**src/rtl/cycle_counter_pkg.sv**
```systemverilog
// Shared constants for the cycle/instret counter block.
//   - Counter widths (full count and each half).
//   - Encodings of the counter-register write address (csr_addr_in).
package cycle_counter_pkg;

    localparam int unsigned HalfWidth    = 32;
    localparam int unsigned CountWidth   = 2 * HalfWidth;
    localparam int unsigned InhibitWidth = 2;
    localparam int unsigned AddrWidth    = 3;

    typedef enum logic [AddrWidth-1:0] {
        CsrMcycle        = 3'b000,
        CsrMcycleh       = 3'b001,
        CsrMinstret      = 3'b010,
        CsrMinstreth     = 3'b011,
        CsrMcountinhibit = 3'b100
    } csr_addr_e;

endpackage

```
**src/rtl/cycle_counter_if.sv**
```systemverilog
// Bus bundle for cycle_counter.
//   instr_retired_in   : one instruction retired this cycle
//   csr_write_in       : counter register write strobe
//   csr_addr_in        : write target (see csr_addr_e)
//   csr_write_value_in : write data
//   cycle_out          : coherent 64-bit cycle count
//   instret_out        : coherent 64-bit retired-instruction count
//   inhibit_out        : bit0 inhibits cycle, bit1 inhibits instret
// master drives the requests and observes the counts; slave is the counter block.
interface cycle_counter_if;
    import cycle_counter_pkg::*;

    logic                    instr_retired_in;
    logic                    csr_write_in;
    logic [AddrWidth-1:0]    csr_addr_in;
    logic [HalfWidth-1:0]    csr_write_value_in;
    logic [CountWidth-1:0]   cycle_out;
    logic [CountWidth-1:0]   instret_out;
    logic [InhibitWidth-1:0] inhibit_out;

    modport master (
        output instr_retired_in,
        output csr_write_in,
        output csr_addr_in,
        output csr_write_value_in,
        input  cycle_out,
        input  instret_out,
        input  inhibit_out
    );

    modport slave (
        input  instr_retired_in,
        input  csr_write_in,
        input  csr_addr_in,
        input  csr_write_value_in,
        output cycle_out,
        output instret_out,
        output inhibit_out
    );

endinterface

```
**src/rtl/cycle_counter_counter64_split.sv**
```systemverilog
// counter64_split: 64-bit counter built from two 32-bit halves with a registered carry.
//   clk, reset_n : clock, synchronous active-low reset
//   inc_en       : increment the low half this cycle
//   low_we       : load wdata into the low half (wins over increment, kills its carry)
//   high_we      : load wdata into the high half (pending carry is discarded)
//   wdata        : write data for either half
//   value        : {high, low delayed one cycle}, never shows a half-applied wrap
module counter64_split
    import cycle_counter_pkg::*;
(
    input  logic                  clk,
    input  logic                  reset_n,
    input  logic                  inc_en,
    input  logic                  low_we,
    input  logic                  high_we,
    input  logic [HalfWidth-1:0]  wdata,
    output logic [CountWidth-1:0] value
);

    logic [HalfWidth-1:0] low_q, low_d;
    logic [HalfWidth-1:0] high_q, high_d;
    logic [HalfWidth-1:0] low_dly_q;
    logic                 carry_q, carry_d;

    always_comb begin
        low_d   = low_q;
        carry_d = 1'b0;
        if (low_we) begin
            low_d = wdata;
        end else if (inc_en) begin
            {carry_d, low_d} = {1'b0, low_q} + {{HalfWidth{1'b0}}, 1'b1};
        end
        // Carry is applied one edge after the wrap, independent of inhibit.
        high_d = high_we ? wdata : high_q + {{(HalfWidth-1){1'b0}}, carry_q};
    end

    always_ff @(posedge clk) begin
        if (!reset_n) begin
            low_q     <= '0;
            high_q    <= '0;
            carry_q   <= 1'b0;
            low_dly_q <= '0;
        end else begin
            low_q     <= low_d;
            high_q    <= high_d;
            carry_q   <= carry_d;
            low_dly_q <= low_q;
        end
    end

    // Low is delayed so it lines up with the high half that has absorbed its carry.
    assign value = {high_q, low_dly_q};

endmodule

```
**src/rtl/cycle_counter.sv**
```systemverilog
// cycle_counter: mcycle / minstret counters with mcountinhibit.
//   clk, reset_n : clock, synchronous active-low reset
//   bus          : cycle_counter_if.slave (write port in, counts and inhibit out)
// Build option: define COUNTER_INSTRET_EN to build the retired-instruction counter;
// otherwise instret_out is 0, minstret/minstreth writes are ignored and inhibit_out[1] is 0.
module cycle_counter
    import cycle_counter_pkg::*;
(
    input  logic           clk,
    input  logic           reset_n,
    cycle_counter_if.slave bus
);

    logic                  wr_mcycle, wr_mcycleh, wr_inhibit;
    logic                  inhibit_cycle_q;
    logic [CountWidth-1:0] cycle_value;

    assign wr_mcycle  = bus.csr_write_in && (bus.csr_addr_in == CsrMcycle);
    assign wr_mcycleh = bus.csr_write_in && (bus.csr_addr_in == CsrMcycleh);
    assign wr_inhibit = bus.csr_write_in && (bus.csr_addr_in == CsrMcountinhibit);

    // Inhibit is registered, so a write only gates increments from the next cycle.
    always_ff @(posedge clk) begin
        if (!reset_n) begin
            inhibit_cycle_q <= 1'b0;
        end else if (wr_inhibit) begin
            inhibit_cycle_q <= bus.csr_write_value_in[0];
        end
    end

    counter64_split u_cycle (
        .clk     (clk),
        .reset_n (reset_n),
        .inc_en  (!inhibit_cycle_q),
        .low_we  (wr_mcycle),
        .high_we (wr_mcycleh),
        .wdata   (bus.csr_write_value_in),
        .value   (cycle_value)
    );

    assign bus.cycle_out = cycle_value;

`ifdef COUNTER_INSTRET_EN
    logic                  wr_minstret, wr_minstreth;
    logic                  inhibit_instret_q;
    logic [CountWidth-1:0] instret_value;

    assign wr_minstret  = bus.csr_write_in && (bus.csr_addr_in == CsrMinstret);
    assign wr_minstreth = bus.csr_write_in && (bus.csr_addr_in == CsrMinstreth);

    // mcountinhibit bit 2 (IR) maps onto inhibit_out[1].
    always_ff @(posedge clk) begin
        if (!reset_n) begin
            inhibit_instret_q <= 1'b0;
        end else if (wr_inhibit) begin
            inhibit_instret_q <= bus.csr_write_value_in[2];
        end
    end

    counter64_split u_instret (
        .clk     (clk),
        .reset_n (reset_n),
        .inc_en  (bus.instr_retired_in && !inhibit_instret_q),
        .low_we  (wr_minstret),
        .high_we (wr_minstreth),
        .wdata   (bus.csr_write_value_in),
        .value   (instret_value)
    );

    assign bus.instret_out = instret_value;
    assign bus.inhibit_out = {inhibit_instret_q, inhibit_cycle_q};
`else
    logic unused_instret;
    assign unused_instret  = bus.instr_retired_in ^ bus.csr_write_value_in[2];
    assign bus.instret_out = '0;
    assign bus.inhibit_out = {1'b0, inhibit_cycle_q};
`endif

endmodule
```
**src/flat_wrapper.sv**
```systemverilog
// flat-port wrapper written by rule: the top's interface ports become plain ports
module cycle_counter_flat import cycle_counter_pkg::*;
  (clk, reset_n, bus_instr_retired_in, bus_csr_write_in, bus_csr_addr_in, bus_csr_write_value_in, bus_cycle_out, bus_instret_out, bus_inhibit_out);
  cycle_counter_if bus_i ();
  input  logic clk;
  input  logic reset_n;
  input wire logic [$bits(bus_i.instr_retired_in)-1:0] bus_instr_retired_in;
  input wire logic [$bits(bus_i.csr_write_in)-1:0] bus_csr_write_in;
  input wire logic [$bits(bus_i.csr_addr_in)-1:0] bus_csr_addr_in;
  input wire logic [$bits(bus_i.csr_write_value_in)-1:0] bus_csr_write_value_in;
  output wire logic [$bits(bus_i.cycle_out)-1:0] bus_cycle_out;
  output wire logic [$bits(bus_i.instret_out)-1:0] bus_instret_out;
  output wire logic [$bits(bus_i.inhibit_out)-1:0] bus_inhibit_out;
  assign bus_i.instr_retired_in = bus_instr_retired_in;
  assign bus_i.csr_write_in = bus_csr_write_in;
  assign bus_i.csr_addr_in = bus_csr_addr_in;
  assign bus_i.csr_write_value_in = bus_csr_write_value_in;
  assign bus_cycle_out = bus_i.cycle_out;
  assign bus_instret_out = bus_i.instret_out;
  assign bus_inhibit_out = bus_i.inhibit_out;
  cycle_counter u_core (.clk(clk), .reset_n(reset_n), .bus(bus_i));
endmodule
```
**config.mk**
```make
export PLATFORM = sky130hd
export DESIGN_NAME = cycle_counter_flat
export DESIGN_NICKNAME = d
export VERILOG_FILES = /design/src/rtl/cycle_counter_pkg.sv /design/src/rtl/cycle_counter_if.sv /design/src/rtl/cycle_counter_counter64_split.sv /design/src/rtl/cycle_counter.sv /design/src/flat_wrapper.sv
export SDC_FILE = /design/constraint.sdc
export NUM_CORES = 1
export LEC_CHECK = 0
export ABC_CLOCK_PERIOD_IN_PS = 3000
export BUFFER_PORTS_ARGS = -buffer_cell sky130_fd_sc_hd__buf_4
export CAP_MARGIN = 20
export CORE_AREA = 2 2 95 116
export DETAILED_ROUTE_END_ITERATION = 12
export DIE_AREA = 0 0 97 118
export GPL_TIMING_DRIVEN = 0
export PLACE_DENSITY = 0.82
export SLEW_MARGIN = 30
export SYNTH_ARGS = -nofsm -noshare
export SYNTH_HDL_FRONTEND = slang
export SYNTH_SLANG_ARGS = --single-unit
```
**constraint.sdc**
```tcl
create_clock -name clk -period 3 [get_ports clk]
set_clock_uncertainty 0.1 [all_clocks]
set_input_delay 0.9 -clock clk [delete_from_list [all_inputs] [get_ports clk]]
set_output_delay 0.9 -clock clk [all_outputs]
set_load 0.02 [all_outputs]
```
### Yosys cells after proc, flatten, opt, wreduce, memory -nomap -nowiden

Index checks and enable logic that the tools add are counted.

* bitwise logic cells: 1
* eq/ne operators: 3
* reductions and logical operators: 5
* $add $sub $neg: 2
* muxes and demuxes: 3

Operator list (number)
* two-way mux 32 bit: 3
* adder 32 x 1 -> 33 bit (second input constant): 1
* adder 32 x 1 -> 32 bit: 1
* == test 3 x 1 -> 1 bit (second input constant): 1
* == test 3 bit (second input constant): 1
* logical AND 1 bit: 3
* zero test 3 bit: 1
* OR reduction 3 bit: 1
* != test 2 bit (second input constant): 1
* inverter 1 bit: 1

* input port bits: 39
* logic and storage cells: 19
* register bits after elaboration: 98

### Logic depth before layout (Yosys ltp)

* depth after elaboration: 3
* depth in mapped cells: 7
* depth with buffers taken out: 6

### Cells and area by module

Synthesis repeated with hierarchy kept, for this count alone.

* cell total of the unflattened synthesis: 563
* area total of the unflattened synthesis: 4992.3 sq um

Modules (own cells, without submodules)
* counter64_split: instances 1, cells each 488, sequential area each 1941.9 sq um, area each 4418.0 sq um
* cycle_counter: instances 1, cells each 75, sequential area each 20.0 sq um, area each 574.3 sq um

### Least setup slack after synthesis

No wires, ideal clock.

* path type: in2reg
* start point: input bus_csr_addr_in[1]
* end point: register u_core.u_cycle.high_q[30]
* stages: 5
* buffers on the path: 1
* arrival: 2.040 ns
* path slack: 0.724 ns
* cell sequence: nor4bb_1 > clkbuf_1 > nor2_1 > o311ai_0 > nand3_1

* word-level cells in the longest chain between the ends: 3

Ends and longest elaborated chain
* start, declared: line flat_wrapper.sv:9 `input wire logic [$bits(bus_i.csr_addr_in)-1:0] bus_csr_addr_in;`
* == test 3 x 1 -> 1 bit: line cycle_counter.sv:19 `assign wr_mcycleh = bus.csr_write_in && (bus.csr_addr_in == CsrMcycleh);`
* logical AND 1 bit: line cycle_counter.sv:19
* two-way mux 32 bit: line cycle_counter_counter64_split.sv:34 `high_d = high_we ? wdata : high_q + {{(HalfWidth-1){1'b0}}, carry_q};`
* end signal, assigned: line cycle_counter_counter64_split.sv:45 `high_q <= high_d;`
* end, declared: line cycle_counter_counter64_split.sv:21 `logic [HalfWidth-1:0] high_q, high_d;`

Every way passes these cells.
A chain may end at the register's enable or synchronous reset.

### Final worst setup path

* start point: register u_core.u_cycle.high_q[0]
* end point: register u_core.u_cycle.high_q[22]

* word-level cells in the longest chain between the ends: 2

Ends and longest elaborated chain (line)
* adder 32 x 1 -> 32 bit: cycle_counter_counter64_split.sv:34
* two-way mux 32 bit: cycle_counter_counter64_split.sv:34

Every way passes these cells.

==> reports/qor.yml <==
setup_path:
  worstPathArrival_ns: 2.64
  path_class: "reg -> reg"
  worstPathCellList: "ha_1 > ha_1 > nand3_1 > or3_1 > clkbuf_1 > or4_1 > a31oi_1"
  crit_slowest_cell: "or4_1"
  worstPathRequired_ns: 3.17
  path_max_fanout: 7
  cp-start-kind: "register"
  crit_top_cell: "ha_1"
  cpPeakStageDelay_ns: 0.48
  endpoint_kind: "register"
final_layout:
  diodes: 0
  area_growth_pct: 28.6
  layout.nets: 832
  drive_gt1_frac: 0.248
sta:
  setup_tns_ns: 0
  finalSetupViolations: 0
  finalHoldViolations: 0
  max_slew_margin: 0.326
  tightest_slew_ns: 1.00
  holdWs_ns: 0.419
  slew_viol_final: 0
  max_freq_mhz: 405
  min_period_over_period: 0.823
  timing.final.crit_period_ns: 2.47
  rsz0062_at_grt: "false"
routing:
  drt_pass1_iterations: 5
  vias_per_cell: 5.54
  drc: 0
  drt-initial-drc-count: 386
  vias: 5117
  antenna_left: 0
  routed_wl_um: 15600
  routedWlPerCell_um: 16.9
global_route:
  grt_pass1_vias: 4967
  grt_remaining_overflow: 0
  antenna_found_initial: 0
  grt_pass1_wl_um: 24700
  gr-usage-all-layers: 0.265
  grt_max_degree: 17
clocking:
  h-tree-depth: 3
  cts_root_buf: "clkbuf_16"
  clkLatencyLatePin_ns: 0.35
  ctsLongestPathBuffers: 2
  cts.clk_slew.worst_paths_ns: 0.07
  cts_made_buffers: 9
  cts_hold_buf: 0
  cts_tree: "yes"
  post_cts_buffers: 0
  cts_resized: 0
  clock-sinks: 98
worst_hold_path:
  hold_path.class: "reg -> reg"
power_and_ir_drop:
  p_leak_nw: 2.68
  vdd.ir_drop.worst_uv: 238
  powerDensity_nw_per_um2: 448
synth:
  yosys_warnings: 0
  syn_avg_cell_area_um2: 8.42
  synth_top_area_share: 0.380
  ys.flop_type: "dfxtp_1"
  ys_types: 50
  synth_edf_count: 0
  syn_area_um2: 5160
  ys_seq_area_frac: 0.380
  yosys.area.top_type: "dfxtp_1"
  synthTopCellsByArea: "dfxtp_1 38%, buf_4 9.6%, o21ai_0 4.5%, and2_1 4.4%, a211oi_1 3.2%"
  ys_ff_latch: 98
  synth_cells: 613
  ys_async_sr_fraction: 0
run_status:
  run_status: "complete, no violations"
flow_run:
  maxCapViolations: 0
placed_design:
  portBuffers: 102
  dp_hpwl_um: 12000
  gp_congestion: 0.919
floorplanning:
  die_area_um2: 11400
  die_h_um: 118
  start_util: 0.500
  die_x_um: 97
  pin_count: 169
  coreArea_um2: 10300
  row_count: 41
[power breakdown]
part | internal [mW] | switching (mW) | leakage, nW | total, mW
registers | 1.34 | 0.0506 | 0.796 | 1.39
logic | 0.175 | 0.235 | 1.75 | 0.410
clock network | 0.653 | 0.515 | 0.140 | 1.17
total | 2.17 | 0.801 | 2.68 | 2.97
[cell usage in the layout, fill, tap and decap left out, types with 21 or more instances in the layout]
cell / netlist / final
buf_4: 66 / 168
dfxtp_1: 98 / 98
conb_1: 1 / 65
o21ai_0: 46 / 46
and2_1: 36 / 36
nand2_1: 34 / 34
clkbuf_1: 31 / 33
nor2_1: 31 / 31
nand4_1: 24 / 24
nand3_1: 24 / 24
a211oi_1: 22 / 22
nor4_1: 21 / 21
[synthesized netlist by cell type, drive strengths merged (2+ instances only)]
| library cell | count |
|---|---|
| nor4 | 21 |
| or4b | 2 |
| o31a | 3 |
| nor2 | 31 |
| nor4b | 2 |
| nand3b | 2 |
| nand2 | 34 |
| or4 | 12 |
| xnor2 | 16 |
| a31oi | 13 |
| o31ai | 12 |
| inv | 5 |
| and2 | 37 |
| or3 | 8 |
| nand4bb | 2 |
| and3 | 7 |
| mux2i | 2 |
| nor3b | 4 |
| ha | 3 |
| a21oi | 13 |
| nand3 | 24 |
| nor3 | 19 |
| and4 | 11 |
| dfxtp | 98 |
| buf | 73 |
| nor4bb | 2 |
| a311oi | 10 |
| or2 | 3 |
| clkbuf | 31 |
| xor2 | 9 |
| nand4 | 27 |
| a211oi | 22 |
| o21ai | 46 |
[per-stage QoR]
| stage | utilization | total power, mW | cell area, µm² | instances | worst slack, ns |
|---|---|---|---|---|---|
| 6_report | 0.643 | 2.97 | 6640 | 924 | 0.530 |
| 5_1_grt | 0.643 | 3.07 | 6640 | 924 | 0.374 |
| 4_1_cts | 0.643 | 2.97 | 6630 | 924 | 0.562 |
| 3_5_place_dp | 0.614 | 1.82 | 6330 | 908 | 0.223 |
| 3_3_place_gp | 0.614 | 1.82 | 6330 | 908 | -0.0111 |
| 2_1_floorplan | - | 1.68 | 5400 | 677 | 0.724 |
[critical path, delay by kind of cell (launching register included)]
family                     cells  cell delay, ns
DFF                            1            0.36
buffers and inverters          1            0.18
and+or+nand+nor                3            1.09
AOI/OAI and AO/OA              1            0.20
adders and majority gates      2            0.45
[per-layer routing]
layer | vias up | track usage | wire length [µm]
met5 | - | 0 | 0
met4 | 0 | 0.109 | 364
met3 | 28 | 0.0410 | 1190
met2 | 247 | 0.473 | 7880
met1 | 2354 | 0.315 | 6190
li1 | 2488 | - | -
[layout make-up]
type	instances	area, µm²
fill	908	3680
buffer	104	649
inverter	6	22.5
clock inverter	5	63.8
clock buffer	11	233
tap	129	161
timing repair buffer	102	766
multi-input combinational	469	2780
sequential	98	1960
[flip-flops by register name, summed over array words and instances (netlist names)]
register and cells:
u_core.inhibit_cycle_q 1, u_core.u_cycle.carry_q 1, u_core.u_cycle.high_q 32, u_core.u_cycle.low_dly_q 32, u_core.u_cycle.low_q 32
[path summary, 6_finish.rpt]
| path | end | cells past startpoint | start | slack, ns |
|---|---|---|---|---|
| max | u_core.u_cycle.high_q[22]$_SDFF_PN0_ | 7 | u_core.u_cycle.high_q[0]$_SDFF_PN0_ | 0.53 |
| min | u_core.u_cycle.low_dly_q[20]$_SDFF_PN0_ | 1 | u_core.u_cycle.low_q[20]$_SDFFE_PN0P_ | 0.42 |
| max reg2reg | u_core.u_cycle.high_q[22]$_SDFF_PN0_ | 7 | u_core.u_cycle.high_q[0]$_SDFF_PN0_ | 0.53 |
| min reg2reg | u_core.u_cycle.low_dly_q[20]$_SDFF_PN0_ | 1 | u_core.u_cycle.low_q[20]$_SDFFE_PN0P_ | 0.42 |
[kinds of logic after synthesis]
logic type                 share of synthesized area
xor gates and xnor gates                      0.0424
and+or+nand+nor                                0.285
other                                       0.000727
DFF                                            0.380
muxes                                        0.00388
AOI/OAI and AO/OA                              0.150
adders and majority gates                    0.00728
buffers and inverters                          0.130
(Power assumes the default switching activity.)
